File: config.mk
export PLATFORM = sky130hd
export DESIGN_NAME = wb_arbiter_2to1
export DESIGN_NICKNAME = d
export VERILOG_FILES = /design/src/rtl/wb_arbiter_2to1_pkg.sv /design/src/rtl/wb_arb_watchdog.sv /design/src/rtl/wb_arbiter_2to1.sv
export SDC_FILE = /design/constraint.sdc
export NUM_CORES = 1
export LEC_CHECK = 0
export ABC_AREA = 0
export CAP_MARGIN = 30
export CELL_PAD_IN_SITES_DETAIL_PLACEMENT = 2
export CELL_PAD_IN_SITES_GLOBAL_PLACEMENT = 2
export CORE_AREA = 2 2 132 134
export CTS_CLUSTER_DIAMETER = 30
export DETAILED_ROUTE_END_ITERATION = 16
export DIE_AREA = 0 0 134 136
export PLACE_DENSITY_LB_ADDON = 0.1
export SLEW_MARGIN = 20
export SYNTH_ARGS = -nofsm -noshare
export SYNTH_HDL_FRONTEND = slang
export SYNTH_SLANG_ARGS = --single-unit
File: constraint.sdc
create_clock -name clk -period 2 [get_ports clk]
set_input_delay 0.4 -clock clk [delete_from_list [all_inputs] [get_ports clk]]
set_output_delay 0.4 -clock clk [all_outputs]
set_load 0.02 [all_outputs]
File: src/rtl/wb_arbiter_2to1_pkg.sv
// Shared definitions for the 2:1 Wishbone arbiter: owner-state encodings
// and the Wishbone cycle-type constants used on the slave port.
package wb_arbiter_2to1_pkg;

  // Owner state. Only one master can hold the bus at any time.
  typedef enum logic [1:0] {
    OWN_IDLE = 2'd0,
    OWN_M0   = 2'd1,
    OWN_M1   = 2'd2
  } owner_e;

  // Wishbone B3 cycle-type identifiers.
  localparam logic [2:0] CTI_CLASSIC = 3'b000;
  localparam logic [2:0] CTI_INCR    = 3'b010;
  localparam logic [2:0] CTI_EOB     = 3'b111;

endpackage

File: src/rtl/wb_arb_watchdog.sv
// Hung-slave watchdog for the 2:1 Wishbone arbiter. Present only when
// WB_ARB_TIMEOUT_EN is defined.
// timeout is high in the cycle where the count of consecutive unanswered
// strobe cycles reaches TIMEOUT_CYCLES; the count then restarts from zero.
`ifdef WB_ARB_TIMEOUT_EN
module wb_arb_watchdog #(
  parameter int unsigned TIMEOUT_CYCLES = 255
) (
  input  logic clk,
  input  logic rst,
  input  logic stb,
  input  logic resp,
  input  logic owner_change,
  output logic timeout
);

  logic [7:0] cnt_q;

  assign timeout = stb && (cnt_q == 8'(TIMEOUT_CYCLES));

  // Count stalled strobe cycles; any response, owner change, idle strobe or firing restarts it.
  always_ff @(posedge clk or posedge rst) begin
    if (rst) begin
      cnt_q <= 8'd0;
    end else if (timeout || !stb || resp || owner_change) begin
      cnt_q <= 8'd0;
    end else begin
      cnt_q <= cnt_q + 8'd1;
    end
  end

endmodule
`endif

File: src/rtl/wb_arbiter_2to1.sv
// Two-master to one-slave Wishbone B3 arbiter.
// Master 0 is the D-side BIU, master 1 the I-side hierarchy. Round-robin,
// bus-cycle atomic: the owner keeps the bus until it drops its cyc.
// Handshake: a master requests with m_cyc_i; once it owns the bus its
// stb/we/adr/dat/sel/cti/bte pass straight to the slave, and the slave's
// ack/err/rty/dat come straight back to the owner in the same cycle. The
// non-owner never sees a response.
// Optional feature: define WB_ARB_TIMEOUT_EN to build the hung-slave
// watchdog, which turns TIMEOUT_CYCLES stalled strobes into a one-cycle err.
module wb_arbiter_2to1
  import wb_arbiter_2to1_pkg::*;
#(
  parameter int unsigned TIMEOUT_CYCLES = 255
) (
  input  logic        clk,
  input  logic        rst,
  input  logic [1:0]  m_cyc_i,
  input  logic [1:0]  m_stb_i,
  input  logic [1:0]  m_we_i,
  input  logic [63:0] m_adr_i,
  input  logic [7:0]  m_sel_i,
  input  logic [63:0] m_dat_i,
  input  logic [5:0]  m_cti_i,
  input  logic [3:0]  m_bte_i,
  output logic [1:0]  m_ack_o,
  output logic [1:0]  m_err_o,
  output logic [1:0]  m_rty_o,
  output logic [63:0] m_dat_o,
  output logic        s_cyc_o,
  output logic        s_stb_o,
  output logic        s_we_o,
  output logic [31:0] s_adr_o,
  output logic [31:0] s_dat_o,
  output logic [3:0]  s_sel_o,
  output logic [2:0]  s_cti_o,
  output logic [1:0]  s_bte_o,
  input  logic        s_ack_i,
  input  logic        s_err_i,
  input  logic        s_rty_i,
  input  logic [31:0] s_dat_i
);

  owner_e owner_q, owner_d;
  logic   last_q, last_d;
  logic   owned;
  logic   own_sel;
  logic   owner_cyc;
  logic   rearb;
  logic   timeout;

  assign owned     = (owner_q != OWN_IDLE);
  assign own_sel   = (owner_q == OWN_M1);
  assign owner_cyc = m_cyc_i[own_sel];
  assign rearb     = !owned || !owner_cyc;

`ifdef WB_ARB_TIMEOUT_EN
  wb_arb_watchdog #(
    .TIMEOUT_CYCLES(TIMEOUT_CYCLES)
  ) u_watchdog (
    .clk         (clk),
    .rst         (rst),
    .stb         (s_stb_o),
    .resp        (s_ack_i | s_err_i | s_rty_i),
    .owner_change(owner_d != owner_q),
    .timeout     (timeout)
  );
`else
  logic [31:0] unused_timeout_cfg;
  assign unused_timeout_cfg = 32'(TIMEOUT_CYCLES);
  assign timeout = 1'b0;
`endif

  // Owner state and previous-owner bit.
  always_ff @(posedge clk or posedge rst) begin
    if (rst) begin
      owner_q <= OWN_IDLE;
      last_q  <= 1'b0;
    end else begin
      owner_q <= owner_d;
      last_q  <= last_d;
    end
  end

  // Round-robin arbitration, only when the bus is idle or the owner has released it.
  always_comb begin
    owner_d = owner_q;
    last_d  = last_q;
    if (rearb) begin
      case (m_cyc_i)
        2'b00: owner_d = OWN_IDLE;
        2'b01: begin
          owner_d = OWN_M0;
          last_d  = 1'b0;
        end
        2'b10: begin
          owner_d = OWN_M1;
          last_d  = 1'b1;
        end
        default: begin
          if (last_q) begin
            owner_d = OWN_M0;
            last_d  = 1'b0;
          end else begin
            owner_d = OWN_M1;
            last_d  = 1'b1;
          end
        end
      endcase
    end
  end

  // Zero-latency mux of the owner's request onto the slave port and of the slave response back.
  always_comb begin
    s_cyc_o = 1'b0;
    s_stb_o = 1'b0;
    s_we_o  = 1'b0;
    s_adr_o = 32'd0;
    s_dat_o = 32'd0;
    s_sel_o = 4'd0;
    s_cti_o = CTI_CLASSIC;
    s_bte_o = 2'd0;
    m_ack_o = 2'b00;
    m_err_o = 2'b00;
    m_rty_o = 2'b00;
    m_dat_o = 64'd0;
    if (owned) begin
      s_cyc_o = owner_cyc;
      s_stb_o = m_stb_i[own_sel];
      s_we_o  = m_we_i[own_sel];
      s_adr_o = own_sel ? m_adr_i[63:32] : m_adr_i[31:0];
      s_dat_o = own_sel ? m_dat_i[63:32] : m_dat_i[31:0];
      s_sel_o = own_sel ? m_sel_i[7:4]   : m_sel_i[3:0];
      s_cti_o = own_sel ? m_cti_i[5:3]   : m_cti_i[2:0];
      s_bte_o = own_sel ? m_bte_i[3:2]   : m_bte_i[1:0];
      // A watchdog error replaces any ack arriving in the same cycle.
      m_ack_o[own_sel] = s_ack_i & ~timeout;
      m_err_o[own_sel] = s_err_i | timeout;
      m_rty_o[own_sel] = s_rty_i;
      if (own_sel) begin
        m_dat_o[63:32] = s_dat_i;
      end else begin
        m_dat_o[31:0] = s_dat_i;
      end
    end
  end

endmodule

After elaboration in Yosys (flattened, before gate mapping)
Index checks and enable logic that the tools add are counted.
{ "totals": {"ff_bits": 3, "word_cells": 49} }
{ "op_classes": {"magnitude_cmp": 2, "n_eq_ne": 3, "muxes": 31, "bitwise_logic": 4, "reduce_logical": 7} }
{ "op_table": {"columns": ["cell", "count"], "rows": [
  ["$mux 32", 6],
  ["$mux 64", 1],
  ["$mux 2", 6],
  ["$mux 1", 11],
  ["$mux 4", 2],
  ["$and 2x2->2", 3],
  ["$mux 3", 2],
  ["$pmux 2 s3", 1],
  ["$eq 2x2->1 const B", 2],
  ["$pmux 1 s3", 1],
  ["$eq 2x1->1 const B", 1],
  ["$logic_not 1->1", 2],
  ["$logic_not 2->1", 1],
  ["$lt 1x2->1 const B", 1],
  ["$reduce_and 2->1", 1],
  ["$reduce_bool 2->1", 1],
  ["$demux 1 s1", 1],
  ["$ge 1x1->1 const B", 1],
  ["$logic_and 1x1->1", 1],
  ["$logic_or 1x1->1", 1],
  ["$not 1->1", 1]
]} }

Logic depth before layout (Yosys ltp)
Gate-level depths: netlist of the first run.
{ "logic_depth": {"ltp_word": 7, "ltp_mapped": 5, "depth_no_buf": 5} }

Least setup slack after synthesis of the first run
OpenSTA, ideal clock, no wires.
{ "synth_timing": {"path_kind": "reg-to-output", "from": "register owner_q[0]", "to": "output s_adr_o[0]", "t_arrival_ps": 1118, "required_ps": 1600, "setup_slack_ps": 482, "stages_incl_launch_ff": 5, "path_cell_list": "dfrtp_1 > nor2b_1 > buf_4 > buf_4 > a22o_1"} }
{ "synth_between": {"elab_chain_len": 3, "word_cells_on_any_way": 4, "cone_classes": "eq/ne: 1; mux: 2; reduce/logical: 1"} }
{ "synth_lines": {"columns": ["item", "line", "source"], "rows": [
  ["start, declared", "wb_arbiter_2to1.sv:43", "owner_e owner_q, owner_d;"],
  ["start signal, assigned", "wb_arbiter_2to1.sv:79", "owner_q <= owner_d;"],
  ["$eq 2x2->1", "wb_arbiter_2to1.sv:52", "assign own_sel = (owner_q == OWN_M1);"],
  ["$mux 32", "wb_arbiter_2to1.sv:130", "s_adr_o = own_sel ? m_adr_i[63:32] : m_adr_i[31:0];"],
  ["$mux 32 (*)", "wb_arbiter_2to1.sv:126", "if (owned) begin"],
  ["end, declared", "wb_arbiter_2to1.sv:32", "output logic [31:0] s_adr_o,"]
]} }
Mark *: on every way between the ends. The rest lies on a longest branch, timed or not.

Worst setup path in the final report of the first run
{ "layout_timing": {"from": "register owner_q[0]", "to": "output s_adr_o[22]"} }
Same word-level chain as after synthesis.

==> summary.md, run 1 <==
| Metric | Value |
|---|---|
| Status | `completed` |
| CP max FO | `60` |
| Setup_tns | `0 ns` |
| Non-filler cells, final | `752` |
| Startpoint Class | `flip-flop` |
| Mapped Nets | `389` |
| Critical Path AT | `between 1.5 and 2 ns` |
| Worst R2R Start | `owner_q[0]$_DFFE_PP0P_` |
| CTS buffer count | `3` |
| H-tree lvl count | `1` |
| Post-synth cell types | `19` |
| Synthesized area | `1461 um^2` |
| Buffers on Ports | `approximately 330` |
| CP startpoint | `owner_q[0]$_DFFE_PP0P_` |
| PnR worst setup slack | `0.02431 ns` |
| Final Core Density | `0.2832` |
| Critical Path RT | `~1.6 ns` |
| Asr flop ratio synth | `1.000` |
| Final wirelength | `15.02 mm` |
| Clk_lat worst skew | `0.23 ns` |
| Die area | `18220 um^2` |
| Final setup viols | `0` |
| Leak Pwr | `2.290 nW` |
| Initial antenna violation count | `0` |
| Area of the core | `16880 um^2` |
| Area grow syn2layout | `227.1%` |
| EDFF count, synth | `0` |
| Router iterations before antenna repair | `3` |
| First-iteration detailed-routing DRC count | `70` |
| Setup repair after global routing missed its margin | `yes` |
| Detailed-route via count | `2956` |
| First-pass GRT wire length | `20.60 mm` |
| CTS sink count | `3` |
| Cell taking the most area after synthesis | `a22o_1` |
| Wire length per cell | `19.98 um` |
| Worst-path clk slew | `about 0.030 ns` |
| Post-synth top flop | `dfrtp_1` |
| Synth Register Bits | `3` |
| Max Buffers Root-to-Sink | `2` |
| Largest net degree at the start of global routing | `roughly 60` |
| Final #Nets | `721` |
| Synthesized netlist cell count | `196` |
| Clk_skew | `0.003120 ns` |
| Fin crit period | `1.976 ns` |
| Final hold vios | `0` |
| Top cells by area, synth | `a22o_1, and2_1, dfrtp_1` |
| Total track usage | `0.1477` |
| DR vias/cell | `3.931` |
| Final period util | `0.9878` |
| Critical Path Sink Type | `primary output` |
| Placer Congestion | `0.7570` |
| Syn Area/Cell | `7.456 um^2` |
| ANT cells | `0` |
| DP HPWL | `12.07 mm` |
| Ports | `335` |
| Max Cap Viol | `0` |
| Sequential fraction of the synthesis area | `0.05137` |
| Detail Route Antenna Nets | `0` |
| CTS Root Cell | `clkbuf_16` |
| CTS tree | `built` |
| Worst Tran Pin Value | `0.2875 ns` |
| Initial core utilization | `0.08660` |
| # hold bufs at CTS | `0` |
| R2R Setup Slk | `slightly above 0.5 ns` |
| GRT Residual Overflow | `0` |
| Placed insts | `741` |
| Worst slew margin | `0.8057` |
| Yosys warnings | `0` |
| Share of post-route cells with drive strength above 1 | `0.2524` |
| Max Fclk | `506.2 MHz` |
| Worst hold path class | `input port to asynchronous set/reset pin` |
| Die height | `between 100 and 150 um` |
| Residual DRC count | `0` |
| Pwr dens | `882.3 nW/um^2` |
| Site Rows | `48` |
| Final Slew Violations | `0` |
| WS Path Type | `flip-flop to primary output` |
| Post-synth top area share | `0.4495` |
| Cell with the most instances after synthesis | `a22o_1` |
| Peak VDD IR | `0.0003318 V` |
| Pre-CTS WS | `-0.1622 ns` |
| Vias in the first global route | `roughly 3200` |
| Top cells by count, synth | `a22o_1, and2_1, buf_2` |
| Die X | `134 um` |
## registers in the layout, indices dropped and copies added, names as in the netlist
| name | cells |
|---|---|
| owner_q | 2 |
| last_q | 1 |
## routing by layer
metal | track usage | vias up | part of all wire
li1 | - | 1389 | -
met1 | 0.1538 | 1393 | 0.36
met2 | 0.2969 | 165 | 0.55
met3 | 0.03840 | 9 | 0.083
met4 | 0.02660 | 0 | 0.012
met5 | 0 | - | 0
## report_power, final
group	total [mW]	internal, mW	switching (mW)
logic	3.78	1.68	2.10
clock network	0.322	0.263	0.0588
registers	0.110	0.0881	0.0223
## logic make-up after synthesis
group / count (synthesis) / synth area share
DFF: 3 / 0.05137
AOI/OAI and AO/OA: 80 / 0.4692
and+or+nand+nor: 81 / 0.3408
muxes: 1 / 0.006850
adders and majority gates: 4 / 0.03425
buffers and inverters: 27 / 0.09760
## worst max-delay path, cell delays in order, from the launching register on
cell,delay [ns]
dfrtp_4,0.47
buf_4,0.16
buf_12,0.18
a22o_1,0.25
clkdlybuf4s15_2,0.26
## final timing paths
kind	end	depth (start not counted)
worst min-delay path	owner_q[0]$_DFFE_PP0P_	2
worst max-delay path	s_adr_o[22]	4
max in group asynchronous	owner_q[0]$_DFFE_PP0P_	2
worst min register to register	last_q$_DFFE_PP0P_	1
min in group clk	last_q$_DFFE_PP0P_	1
worst max register to register	last_q$_DFFE_PP0P_	5
## layout make-up
cell class	instances	area, um^2
Clock buffer	4	78.83
Fill cell	1918	12100
Inverter	3	11.26
Multi-Input combinational cell	166	1251
Sequential cell	3	78.83
Tap cell	225	281.5
Timing Repair Buffer	351	3078
## placed cells by master (no fill, tap or decap), types with 2 or more instances in the layout
cell type / count
and2_1: 70
dfrtp_1: 2
buf_2: 88
buf_6: 2
a22o_1: 75
inv_1: 3
nand2_1: 5
clkdlybuf4s15_1: 6
buf_12: 5
clkbuf_16: 5
o21ai_0: 2
clkdlybuf4s15_2: 7
dlymetal6s2s_1: 2
dlygate4sd2_1: 27
clkdlybuf4s50_1: 188
buf_4: 15
ha_1: 4
clkbuf_2: 7
## through the flow
stage / power, mW / hold slack, ns / area [um^2]
finish: 4.217 / 0.3434 / 4780
global route: 4.485 / 0.3665 / 4780
CTS: 4.214 / 0.3465 / 4796
detailed placement: 4.334 / 0.5487 / 5079
global placement: 4.300 / 0.5291 / 5079
floorplan: 2.150 / 0.1536 / 1461
## what timing repair did
action,CTS,global route
gates resized for setup,422,40
setup endpoints to repair,141,29
gates cloned,1,2
buffers inserted,1,3
Note: power is estimated with default switching activity, not from simulation.
==> run 2, diff against run 1 <==
--- a/config.mk
+++ b/config.mk
@@ -13,6 +13,7 @@
 export CTS_CLUSTER_DIAMETER = 30
 export DETAILED_ROUTE_END_ITERATION = 16
 export DIE_AREA = 0 0 134 136
+export MAX_ROUTING_LAYER = met4
 export PLACE_DENSITY_LB_ADDON = 0.1
 export SLEW_MARGIN = 20
 export SYNTH_ARGS = -nofsm -noshare
==> constraint.sdc (replaced) <==
create_clock -name clk -period 2 [get_ports clk]
set_input_delay 0.4 -clock clk [delete_from_list [all_inputs] [get_ports clk]]
set_output_delay 0.4 -clock clk [all_outputs]
set_load 0.01 [all_outputs]
==> run 2 against run 1 <==
  * The run now ends with setup timing left
  * First-iteration DRC count shrank 13%
  * Core utilization grew 1.9 points
  * Largest cell class unchanged
  * Clock skew shrank 0.0024 ns
==> summary.md, run 2 (same netlist as run 1, synthesis figures left out) <==
| Metric | Value |
|---|---|
| Status | `finished with violations` |
| Failing checks | `setup timing` |
| CTS sink count | `3` |
| CP startpoint | `owner_q[1]$_DFFE_PP0P_` |
| Die height | `136 um` |
| Max Cap Viol | `0` |
| Final period util | `1.041` |
| Hold slack | `0.3454 ns` |
| Critical Path Sink | `s_dat_o[10]` |
| First-pass GRT wire length | `22.34 mm` |
| Placer Congestion | `0.7625` |
| Ports | `335` |
| Critical Path Sink Type | `primary output` |
| Site Rows | `48` |
| Residual DRC count | `0` |
| Multi-input logic area | `1251 um^2` |
| CTS tree | `built` |
| Wire length per cell | `21.36 um` |
| Detail Route Antenna Nets | `0` |
| Final wirelength | `16.32 mm` |
| Share of post-route cells with drive strength above 1 | `0.2356` |
| Max Buffers Root-to-Sink | `2` |
| Leak Pwr | `2.392 nW` |
| Most frequent cells in the layout | `clkdlybuf4s50_1, a22o_1, and2_1` |
| Vias in the first global route | `3187` |
| R2r endpoint | `last_q$_DFFE_PP0P_` |
| Worst-path clk slew | `0.03 ns` |
| Placed insts | `741` |
| Die area | `18220 um^2` |
| Area of the core | `16880 um^2` |
| Biggest regs | `owner_q x2, last_q x1` |
| Worst slew margin | `0.8210` |
| Final setup viols | `12` |
| Final #Nets | `733` |
| Final Slew Violations | `0` |
| Clk_lat worst skew | `roughly 0.22 ns` |
| WS Path Type | `flip-flop to primary output` |
| Total track usage | `0.1684` |
| Setup repair after global routing missed its margin | `yes` |
| First-iteration detailed-routing DRC count | `61` |
| CTS buffer count | `3` |
| Startpoint Class | `flip-flop` |
| Tot Pwr | `4.182 mW` |
| Peak VDD IR | `0.0003082 V` |
| Fin crit period | `2.082 ns` |
| CP max FO | `5` |
| DR vias/cell | `3.949` |
| R2r worst-path depth | `5` |
| Most common library cell in the layout ignoring fill and taps | `clkdlybuf4s50_1` |
| Final hold vios | `0` |
| Area grow syn2layout | `249.4%` |
| Setup_tns | `-0.5656 ns` |
| Initial antenna violation count | `0` |
| R2R Setup Slk | `0.49 ns` |
| H-tree lvl count | `1` |
| Non-filler cells, final | `764` |
| Largest Register | `owner_q` |
| Initial core utilization | `0.08660` |
| Worst R2R Start | `owner_q[0]$_DFFE_PP0P_` |
| GRT Residual Overflow | `0` |
| Number of flip-flops in the largest register | `2` |
| Worst hold path class | `input port to asynchronous set/reset pin` |
| PnR worst setup slack | `-0.08229 ns` |
| Largest net degree at the start of global routing | `50` |
| Pwr dens | `about 820 nW/um^2` |
| Detailed-route via count | `3017` |
| # hold bufs at CTS | `0` |
| FF+latch area | `a little under 80 um^2` |
| Router iterations before antenna repair | `4` |
| Fillers | `1890` |
| Pre-CTS WS | `-0.1488 ns` |
| Buffers on Ports | `between 300 and 400` |
| Max Fclk | `480.2 MHz` |
| Critical Path RT | `1.60 ns` |
| Worst Tran Pin Value | `0.2648 ns` |
| Critical Path AT | `1.68 ns` |
| ANT cells | `0` |
| Die X | `134 um` |
| CTS Root Cell | `clkbuf_16` |
| DP HPWL | `~12 mm` |
| Clk_skew | `0.0006909 ns` |
run 2: how the worst min path moves through the flow:
stage | to | cells after the start
2_1_floorplan | last_q$_DFFE_PP0P_ | 1
3_3_place_gp | last_q$_DFFE_PP0P_ | 1
3_5_place_dp | last_q$_DFFE_PP0P_ | 1
4_1_cts | owner_q[0]$_DFFE_PP0P_ | 2
5_1_grt | owner_q[0]$_DFFE_PP0P_ | 2
6_report | owner_q[0]$_DFFE_PP0P_ | 2
run 2: cell type report:
| class | count | share of cell area |
|---|---|---|
| sequential | 3 | 0.01544 |
| inverter | 3 | 0.002205 |
| multi-input combinational | 166 | 0.2450 |
| timing repair buffer | 363 | 0.6667 |
| tap | 225 | 0.05513 |
| clock buffer | 4 | 0.01544 |
run 2: power by group:
part | switching, mW | internal (mW)
registers | 0.0254 | 0.0882
logic | 1.71 | 2.05
clock network | 0.0518 | 0.263
total | 1.78 | 2.40
run 2: timing repair:
item	CTS	global route
setup buffers	10	2
gates resized for setup	276	127
pin swaps	10	13
hold endpoints to repair	0	0
cloned	7	2
setup endpoints to repair	146	95
run 2: worst max-delay path, stage by stage, from the launching register on:
cell     delay [ns]
dfrtp_1        0.37
nor2b_4        0.14
buf_8          0.12
buf_12         0.12
buf_12         0.14
buf_16         0.14
buf_12         0.12
a22o_1         0.17
buf_2          0.14
run 2: layer usage:
layer / GRT usage / up-vias / routed length [um]
met5: - / - / 0
met4: 0.03546 / 0 / 306
met3: 0.03840 / 14 / 1225
met2: 0.3234 / 171 / 8969
met1: 0.1749 / 1419 / 5816
li1: - / 1413 / -
run 2: metrics by stage:
step | util | cell area, um^2
5_1_grt | 0.3026 | 5106
2_1_floorplan | - | 1461
3_3_place_gp | 0.3017 | 5091
6_report | 0.3026 | 5106
3_5_place_dp | 0.3017 | 5091
4_1_cts | 0.3117 | 5260
==> run 3, diff against run 2 <==
--- a/config.mk
+++ b/config.mk
@@ -10,6 +10,7 @@
 export CELL_PAD_IN_SITES_DETAIL_PLACEMENT = 2
 export CELL_PAD_IN_SITES_GLOBAL_PLACEMENT = 2
 export CORE_AREA = 2 2 132 134
+export CTS_BUF_LIST = sky130_fd_sc_hd__clkbuf_8
 export CTS_CLUSTER_DIAMETER = 30
 export DETAILED_ROUTE_END_ITERATION = 16
 export DIE_AREA = 0 0 134 136
==> run 3 against run 2 <==
  * The run still ends with setup timing left
  * Sequential share of layout area barely moved
  * Final cell count up 0.26%
  * Sequential power barely moved
  * Critical path type unchanged
  * Critical endpoint unchanged
  * Largest cell class unchanged
  * Largest power group unchanged
==> summary.md, run 3 (same netlist as run 1, synthesis figures left out) <==
| Metric | Value |
|---|---|
| Status | `finished with violations` |
| Failing checks | `setup timing` |
| Clk_lat worst skew | `0.22 ns` |
| Final hold vios | `0` |
| R2r worst-path depth | `5` |
| Net switching power | `1.807 mW` |
| Buffers on Ports | `334` |
| Setup repair after global routing missed its margin | `yes` |
| Peak VDD IR | `0.0002499 V` |
| Clk_skew | `roughly 0.00026 ns` |
| Die area | `18220 um^2` |
| Final Slew Violations | `0` |
| Critical Path RT | `1.60 ns` |
| Final period util | `1.039` |
| Seq pwr share | `0.027` |
| CP max FO | `5` |
| Vias in the first global route | `3199` |
| Largest net degree at the start of global routing | `50` |
| CTS tree | `built` |
| Max Buffers Root-to-Sink | `2` |
| Residual DRC count | `0` |
| Fin crit period | `2.078 ns` |
| Pwr dens | `808.9 nW/um^2` |
| Placer Congestion | `around 0.76` |
| R2R Setup Slk | `0.47 ns` |
| Met2 usage | `0.3251` |
| Most common library cell in the layout ignoring fill and taps | `clkdlybuf4s50_1` |
| GR Util met3 | `0.03915` |
| Initial core utilization | `0.08660` |
| Site Rows | `48` |
| DP HPWL | `12.27 mm` |
| Clk pwr share | `0.042` |
| Worst-path clk slew | `0.03 ns` |
| Max Cap Viol | `0` |
| PnR worst setup slack | `-0.07800 ns` |
| ANT cells | `0` |
| P_int | `2.360 mW` |
| Area of the core | `between 15000 and 20000 um^2` |
| CTS sink count | `3` |
| Placed insts | `741` |
| Detailed-route via count | `between 3000 and 4000` |
| Wire length per cell | `21.52 um` |
| Detail Route Antenna Nets | `0` |
| M1 GR Usage | `0.1736` |
| Busiest grt layer | `met2` |
| Biggest regs | `owner_q x2, last_q x1` |
| Critical Path Sink Type | `primary output` |
| Post-place instance area | `5091 um^2` |
| Worst hold path class | `input port to asynchronous set/reset pin` |
| Initial antenna violation count | `0` |
| Largest Register | `owner_q` |
| Worst slew margin | `0.8191` |
| Final setup viols | `12` |
| Tot Pwr | `approximately 4.2 mW` |
| Non-filler cells, final | `between 700 and 800` |
| Final instance area | `roughly 5200 um^2` |
| CTS Root Cell | `clkbuf_8` |
| Area grow syn2layout | `252.5%` |
| CTS buffer count | `3` |
| H-tree lvl count | `1` |
| Max Fclk | `481.2 MHz` |
| First-iteration detailed-routing DRC count | `48` |
| DR vias/cell | `3.977` |
| Router iterations before antenna repair | `4` |
| Critical Path AT | `1.68 ns` |
| Total track usage | `0.1695` |
| Combinational share of power | `0.931` |
| Ports | `approximately 340` |
| WS Path Type | `flip-flop to primary output` |
| Number of flip-flops in the largest register | `2` |
| Startpoint Class | `flip-flop` |
| Die X | `about 130 um` |
| Share of post-route cells with drive strength above 1 | `0.2366` |
| First-pass GRT wire length | `about 22 mm` |
| Most frequent cells in the layout | `clkdlybuf4s50_1, a22o_1, and2_1` |
| Leak Pwr | `2.417 nW` |
| Pre-CTS WS | `-0.1488 ns` |
| Worst Tran Pin Value | `0.2676 ns` |
| Sw Ratio | `0.4335` |
| Final #Nets | `735` |
| GRT Residual Overflow | `0` |
| Die height | `136 um` |
| Final wirelength | `16.48 mm` |
==> run 3: cell types whose count changed in the layout (fill, tap and decap cells not counted), moves of 2 or more <==
cell and change:
dlygate4sd2_1 -2, clkbuf_8 +3, buf_16 +2, clkbuf_16 -3, buf_4 -3, buf_6 +5
==> run 3: worst paths after layout <==
path	startpoint	endpoint
hold reg to reg	last_q$_DFFE_PP0P_	last_q$_DFFE_PP0P_
max in group asynchronous	rst	owner_q[0]$_DFFE_PP0P_
hold / removal	rst	owner_q[0]$_DFFE_PP0P_
min in group clk	last_q$_DFFE_PP0P_	last_q$_DFFE_PP0P_
setup / recovery	owner_q[1]$_DFFE_PP0P_	s_dat_o[10]
setup reg to reg	owner_q[0]$_DFFE_PP0P_	last_q$_DFFE_PP0P_
==> run 3: what timing repair did <==
action / in CTS / in global routing
resized for setup: 273 / 132
hold buffers: 0 / 0
hold endpoints to repair: 0 / 0
setup buffers: 10 / 2
gates cloned: 8 / 2
setup endpoints to repair: 146 / 100
pin swaps: 11 / 24
==> run 3: power groups by stage <==
stage	logic, mW	registers, mW	clock network (mW)
CTS	3.89	0.112	0.181
finish	3.88	0.112	0.175
floorplan	1.48	0.102	0
global placement	3.65	0.111	0
global route	4.15	0.116	0.182
detailed placement	3.68	0.111	0
==> run 3: cell type report <==
type                            count  area, um^2
Clock buffer                        3       41.29
Tap cell                          225       281.5
Timing Repair Buffer              365        3483
Inverter                            3       11.26
Fill cell                        1885       11730
Sequential cell                     3       78.83
Multi-Input combinational cell    166        1251
Clock inverter                      1       3.754
==> run 3: metrics by stage <==
step / hold slack (ns) / utilization / setup TNS, ns
3_3_place_gp: 0.5392 / 0.3017 / -5.095
5_1_grt: 0.3763 / 0.3052 / -1.863
2_1_floorplan: 0.1536 / - / 0
6_report: 0.3463 / 0.3052 / -0.6408
3_5_place_dp: 0.5458 / 0.3017 / -7.166
4_1_cts: 0.3503 / 0.3109 / -2.131
==> run 3: critical path: stages (launching register included) <==
cell     delay, ns
dfrtp_1       0.37
nor2b_4       0.14
buf_8         0.12
buf_12        0.12
buf_12        0.14
buf_16        0.14
buf_12        0.12
a22o_1        0.17
buf_2         0.14
==> run 3: metal layers <==
metal  share of wire  wire length [um]
met3           0.071              1173
met2            0.55              9035
met1            0.36              5942
met4           0.020               330
met5               0                 0
